--- src/rtl/vector_mem_sequencer.sv ---
// vector_mem_sequencer: splits scalar/vector loads and stores into 32b Avalon-MM beats,
// stalls the pipeline while in flight and assembles the read result. Rev 1.0
`default_nettype none

module vector_mem_sequencer #(
  parameter int VBEATS      = 4,
  parameter int TIMEOUT_CYC = 0
) (
  input  logic                  clk,
  input  logic                  reset,
  input  logic                  req_valid,
  input  logic                  req_write,
  input  logic                  req_vector,
  input  logic [31:0]           req_addr,
  input  logic [32*VBEATS-1:0]  req_wdata,
  output logic                  stall_all,
  output logic                  rsp_valid,
  output logic [32*VBEATS-1:0]  rsp_rdata,
  output logic                  err_timeout,
  output logic [31:0]           vstall_cycles,
  output logic [31:0]           avm_address,
  output logic                  avm_read,
  output logic                  avm_write,
  output logic [31:0]           avm_writedata,
  output logic [3:0]            avm_byteenable,
  input  logic                  avm_waitrequest,
  input  logic [31:0]           avm_readdata,
  input  logic                  avm_readdatavalid
);

  localparam int DW = 32 * VBEATS;
  localparam int BW = (VBEATS > 1) ? $clog2(VBEATS) : 1;
  localparam logic [BW-1:0] LAST_VEC = BW'(VBEATS - 1);

  typedef enum logic [1:0] {
    IDLE    = 2'd0,
    ISSUE   = 2'd1,
    WAIT_RD = 2'd2,
    DONE    = 2'd3
  } state_t;

  state_t          state, state_nx;
  logic [BW-1:0]   beat;
  logic            wr, vec;
  logic [31:0]     base;
  logic [DW-1:0]   wdata;
  logic [31:0]     wd_cnt;
  logic            beat_done, capture, timeout_hit, last_beat, wd_expired;
  logic            unused_addr_lsb;

  assign unused_addr_lsb = ^req_addr[1:0];

  assign last_beat  = vec ? (beat == LAST_VEC) : (beat == '0);
  assign wd_expired = (TIMEOUT_CYC > 0) && (wd_cnt == 32'(TIMEOUT_CYC - 1));

  assign avm_address    = base + {{(30-BW){1'b0}}, beat, 2'b00};
  assign avm_writedata  = wdata[32*beat +: 32];
  assign avm_byteenable = 4'b1111;

  always_comb begin
    state_nx    = state;
    beat_done   = 1'b0;
    capture     = 1'b0;
    timeout_hit = 1'b0;
    stall_all   = 1'b0;
    avm_read    = 1'b0;
    avm_write   = 1'b0;
    rsp_valid   = 1'b0;
    case (state)
      IDLE: begin
        stall_all = req_valid;
        if (req_valid) state_nx = ISSUE;
      end
      ISSUE: begin
        stall_all = 1'b1;
        avm_read  = ~wr;
        avm_write = wr;
        if (!avm_waitrequest) begin
          if (wr) beat_done = 1'b1;
          else    state_nx  = WAIT_RD;
        end else if (wd_expired) begin
          timeout_hit = 1'b1;
        end
      end
      WAIT_RD: begin
        stall_all = 1'b1;
        if (avm_readdatavalid) begin
          capture   = 1'b1;
          beat_done = 1'b1;
        end else if (wd_expired) begin
          timeout_hit = 1'b1;
        end
      end
      DONE: begin
        rsp_valid = 1'b1;
        state_nx  = IDLE;
      end
      default: state_nx = IDLE;
    endcase
    if (beat_done)   state_nx = last_beat ? DONE : ISSUE;
    if (timeout_hit) state_nx = DONE;
  end

  always_ff @(posedge clk) begin
    if (reset) begin
      state         <= IDLE;
      beat          <= '0;
      wr            <= 1'b0;
      vec           <= 1'b0;
      base          <= '0;
      wdata         <= '0;
      rsp_rdata     <= '0;
      err_timeout   <= 1'b0;
      vstall_cycles <= '0;
      wd_cnt        <= '0;
    end else begin
      state <= state_nx;
      if (state == IDLE && req_valid) begin
        wr        <= req_write;
        vec       <= req_vector;
        base      <= {req_addr[31:2], 2'b00};
        wdata     <= req_wdata;
        rsp_rdata <= '0;
        beat      <= '0;
      end
      if (capture) rsp_rdata[32*beat +: 32] <= avm_readdata;
      if (beat_done && !last_beat) beat <= beat + 1'b1;
      if (timeout_hit) err_timeout <= 1'b1;
      if (stall_all && vstall_cycles != 32'hFFFF_FFFF)
        vstall_cycles <= vstall_cycles + 32'd1;
      // Watchdog restarts whenever a beat phase is (re)entered.
      if (state_nx != state || beat_done) wd_cnt <= '0;
      else if (wd_cnt != 32'hFFFF_FFFF)   wd_cnt <= wd_cnt + 32'd1;
    end
  end

endmodule

`default_nettype wire

--- config.mk ---
export PLATFORM = sky130hd
export DESIGN_NAME = vector_mem_sequencer
export DESIGN_NICKNAME = d
export VERILOG_FILES = /design/src/rtl/vector_mem_sequencer.sv
export SDC_FILE = /design/constraint.sdc
export NUM_CORES = 1
export LEC_CHECK = 0
export ABC_AREA = 0
export ABC_CLOCK_PERIOD_IN_PS = 7810
export CAP_MARGIN = 20
export CORE_MARGIN = 5
export CORE_UTILIZATION = 50
export CTS_BUF_LIST = sky130_fd_sc_hd__clkbuf_8 sky130_fd_sc_hd__clkbuf_16
export DETAILED_ROUTE_END_ITERATION = 16
export GPL_ROUTABILITY_DRIVEN = 0
export PLACE_DENSITY = 0.89
export REMOVE_ABC_BUFFERS = 1
export SYNTH_ARGS = -nofsm -noshare
export SYNTH_HDL_FRONTEND = slang
export SYNTH_SLANG_ARGS = --single-unit
--- constraint.sdc ---
create_clock -name clk -period 7.81 [get_ports clk]
set_input_delay 1.9525 -clock clk [delete_from_list [all_inputs] [get_ports clk]]
set_output_delay 1.9525 -clock clk [all_outputs]
set_load 0.01 [all_outputs]
==> out/results.ini <==
[run_status]
status=finished, final reports clean

[sta]
worst_pin_slew_ps=1090
timing.fmax_ghz=0.172
slew_headroom_pct=27.0
rsz0062_at_grt=no
setup_violations=0
maxSlewViolCount=0
hold_violations=0
period_share_pct=74.6
finClkSkew_ps=25.1
fin_crit_ps=5830
setup_tns_ps=0

[synth]
ys_async_sr_fraction_pct=0
ys_warn_count=0
yosys.area.top_type=dfxtp_1
synth-seq-area-share_pct=49.8
yosysMostFrequentCell=nand2_1
netlist_area_um2=13000
synthTopCellsByArea=dfxtp_1 (50%), nand2_1 (10%), a22oi_1 (7.4%)
yosys-top-cells-count=nand2_1 (348), dfxtp_1 (324), a21oi_1 (189)
synth_edf_count=0
synthFlopType=dfxtp_1
yosysUniqueCellTypes=53
yosys_register_bits=324
syn_inst=1500
synth_top_area_share_pct=49.8
avgSynthCellArea_um2=8.68

[final_layout]
area_delta_synth_final_pct=41.9
fin_nets=2076
drive_above_1_share_pct=6.57
final_util_pct=71.5

[clocking]
htreeDepth=2
cts_root_buf=clkbuf_16
post_cts_buffers=0
ctsResizeCount=0
numCtsBuffers=35
cts_buffer_depth=3
tritoncts=done
clock_latency_ps=520
ctsHoldBuffers=0
cts_sinks=324
path_clk_slew_ps=60

[critical_path]
critPathLaunchType=primary input
crit_slowest_cell=clkdlybuf4s50_1
ff2ff_path_depth=6
crit_type=primary input to primary output
cpLargestDelayFamily=buffers and inverters
cp_data_required_time_ps=5860
critical_path.max_stage_delay_ps=590
path_max_fanout=54
worst_ep_arrival_time_ps=3880
reg2reg_from=beat[0]
reg2reg_slack_ps=4860
worstReg2RegEnd=rsp_rdata[88]
cp_cell_sequence=clkdlybuf4s50_1 > nand2_4 > a21o_1 > inv_1 > clkdlybuf4s50_1
worstSetupEndpointType=primary output
crit_top_cell=clkdlybuf4s50_1
worst-path-buf-inv=3

[pwr]
peakVddDrop_mv=0.184
p_leak_nw=6.61
p_per_area_nw_per_um2=241

[routing]
wl_met2_mm=21.1
via_count=12680
wirelength_mm=43.1
dr.max_layer_used=met5
dr.pass1.iters=5
met1_length_mm=15.6
avgViaCountPerCell=5.69
wl_met3_mm=4.58
drt.antenna.violating_nets=0
drcViolationCount=0
drt_iter0_markers=873
wl_per_cell_um=19.3

[floorplan]
die_w_um=171
coreArea_um2=25800
start_util_pct=50.4
die_h_um=171
rows=59
dieArea_um2=29400
ioPinCount=432

[hold_path]
holdPathEnd=wdata[1]
hp-start=wdata[1]
hold_depth=2
hold_class=flip-flop to flip-flop

[global_routing]
grt_max_degree=157
antenna_found_initial=8
grt-ovfl-total=0
grt_pass1_vias=12694
grtUsageTotal_pct=27.9
grt_pass1_wl_mm=66.4

[placement]
hpwl_mm=29.3
port_buffers=422

[run]
maxCapViolations=0

==> area by class of cell <==
type	instances	area [um2]
fillers	1795	7370
diodes	6	15.0
multi-input cells	1054	6090
repair buffers	437	4340
clock inverters	20	98.8
well taps	335	419
flip-flops and latches	324	6490
inverters	11	41.3
clock buffers	42	972
==> worst max path at each step <==
stage,start,endpoint,slack [ps],cells past startpoint
final,req_valid,stall_all,1980,5
after floorplan,req_valid,stall_all,970,3
after global routing,req_valid,stall_all,1890,5
after global placement,req_valid,stall_all,1990,5
after CTS,req_valid,stall_all,1950,5
after detailed placement,req_valid,stall_all,1960,5
==> layout by cell type (no fill, tap or decap), drive strengths merged, types with 7 or more instances in the layout <==
cell type        n
nor4             9
clkbuf          42
a22oi          128
ha              13
clkdlybuf4s50  421
mux4            32
xor2             7
nor2           149
inv             26
buf             16
nand3           24
dfxtp          324
o21ai           21
nand4           16
nand2          348
xnor2           23
a21oi          189
nor2b            7
and4             9
or3             20
conb             7
==> power by group <==
| part | total, W | switching (W) | internal [W] |
|---|---|---|---|
| sequential | 0.00191 | 0.000104 | 0.00181 |
| clock | 0.00154 | 0.000658 | 0.000884 |
| combinational | 0.000990 | 0.000582 | 0.000408 |
| total | 0.00444 | 0.00134 | 0.00310 |
==> state kept, by name (all words and copies together), names as in the netlist <==
signal         count
base              30
beat               2
rsp_rdata        128
state              2
vec                1
vstall_cycles     32
wdata            128
wr                 1
==> worst min-delay path, delay by kind of cell, from the launching register on <==
family,cells,cell delay (ps)
AO/OA/AOI/OAI,1,50
flip-flops,1,310
AND/OR/NAND/NOR,1,50
==> per-layer routing <==
| layer | up-vias | GRT usage (%) |
|---|---|---|
| met1 | 6064 | 31.3 |
| met3 | 110 | 9.68 |
| li1 | 5906 | - |
| met2 | 596 | 48.2 |
| met4 | 4 | 12.2 |
| met5 | - | 0 |
==> cells by family after synthesis <==
group | count (synthesis) | synth area share [%]
AO/OA/AOI/OAI | 350 | 16.2
XOR/XNOR | 30 | 2.02
adder cells (fa/ha/maj) | 14 | 1.40
buffers and inverters | 127 | 4.00
flip-flops | 324 | 49.8
multiplexers | 40 | 6.19
other | 2 | 0.0577
AND/OR/NAND/NOR | 613 | 20.3
==> through the flow <==
stage | area, um2 | cells | hold WS (ps) | setup slack (ps) | power [W]
after floorplan | 12600 | 1389 | 427 | 971 | 0.00246
final | 18500 | 2229 | 453 | 1980 | 0.00444
after global routing | 18500 | 2228 | 467 | 1890 | 0.00466
after global placement | 17400 | 2161 | 439 | 1990 | 0.00289
after CTS | 18400 | 2223 | 453 | 1950 | 0.00447
after detailed placement | 17400 | 2161 | 445 | 1960 | 0.00293
(Power assumes the default switching activity.)
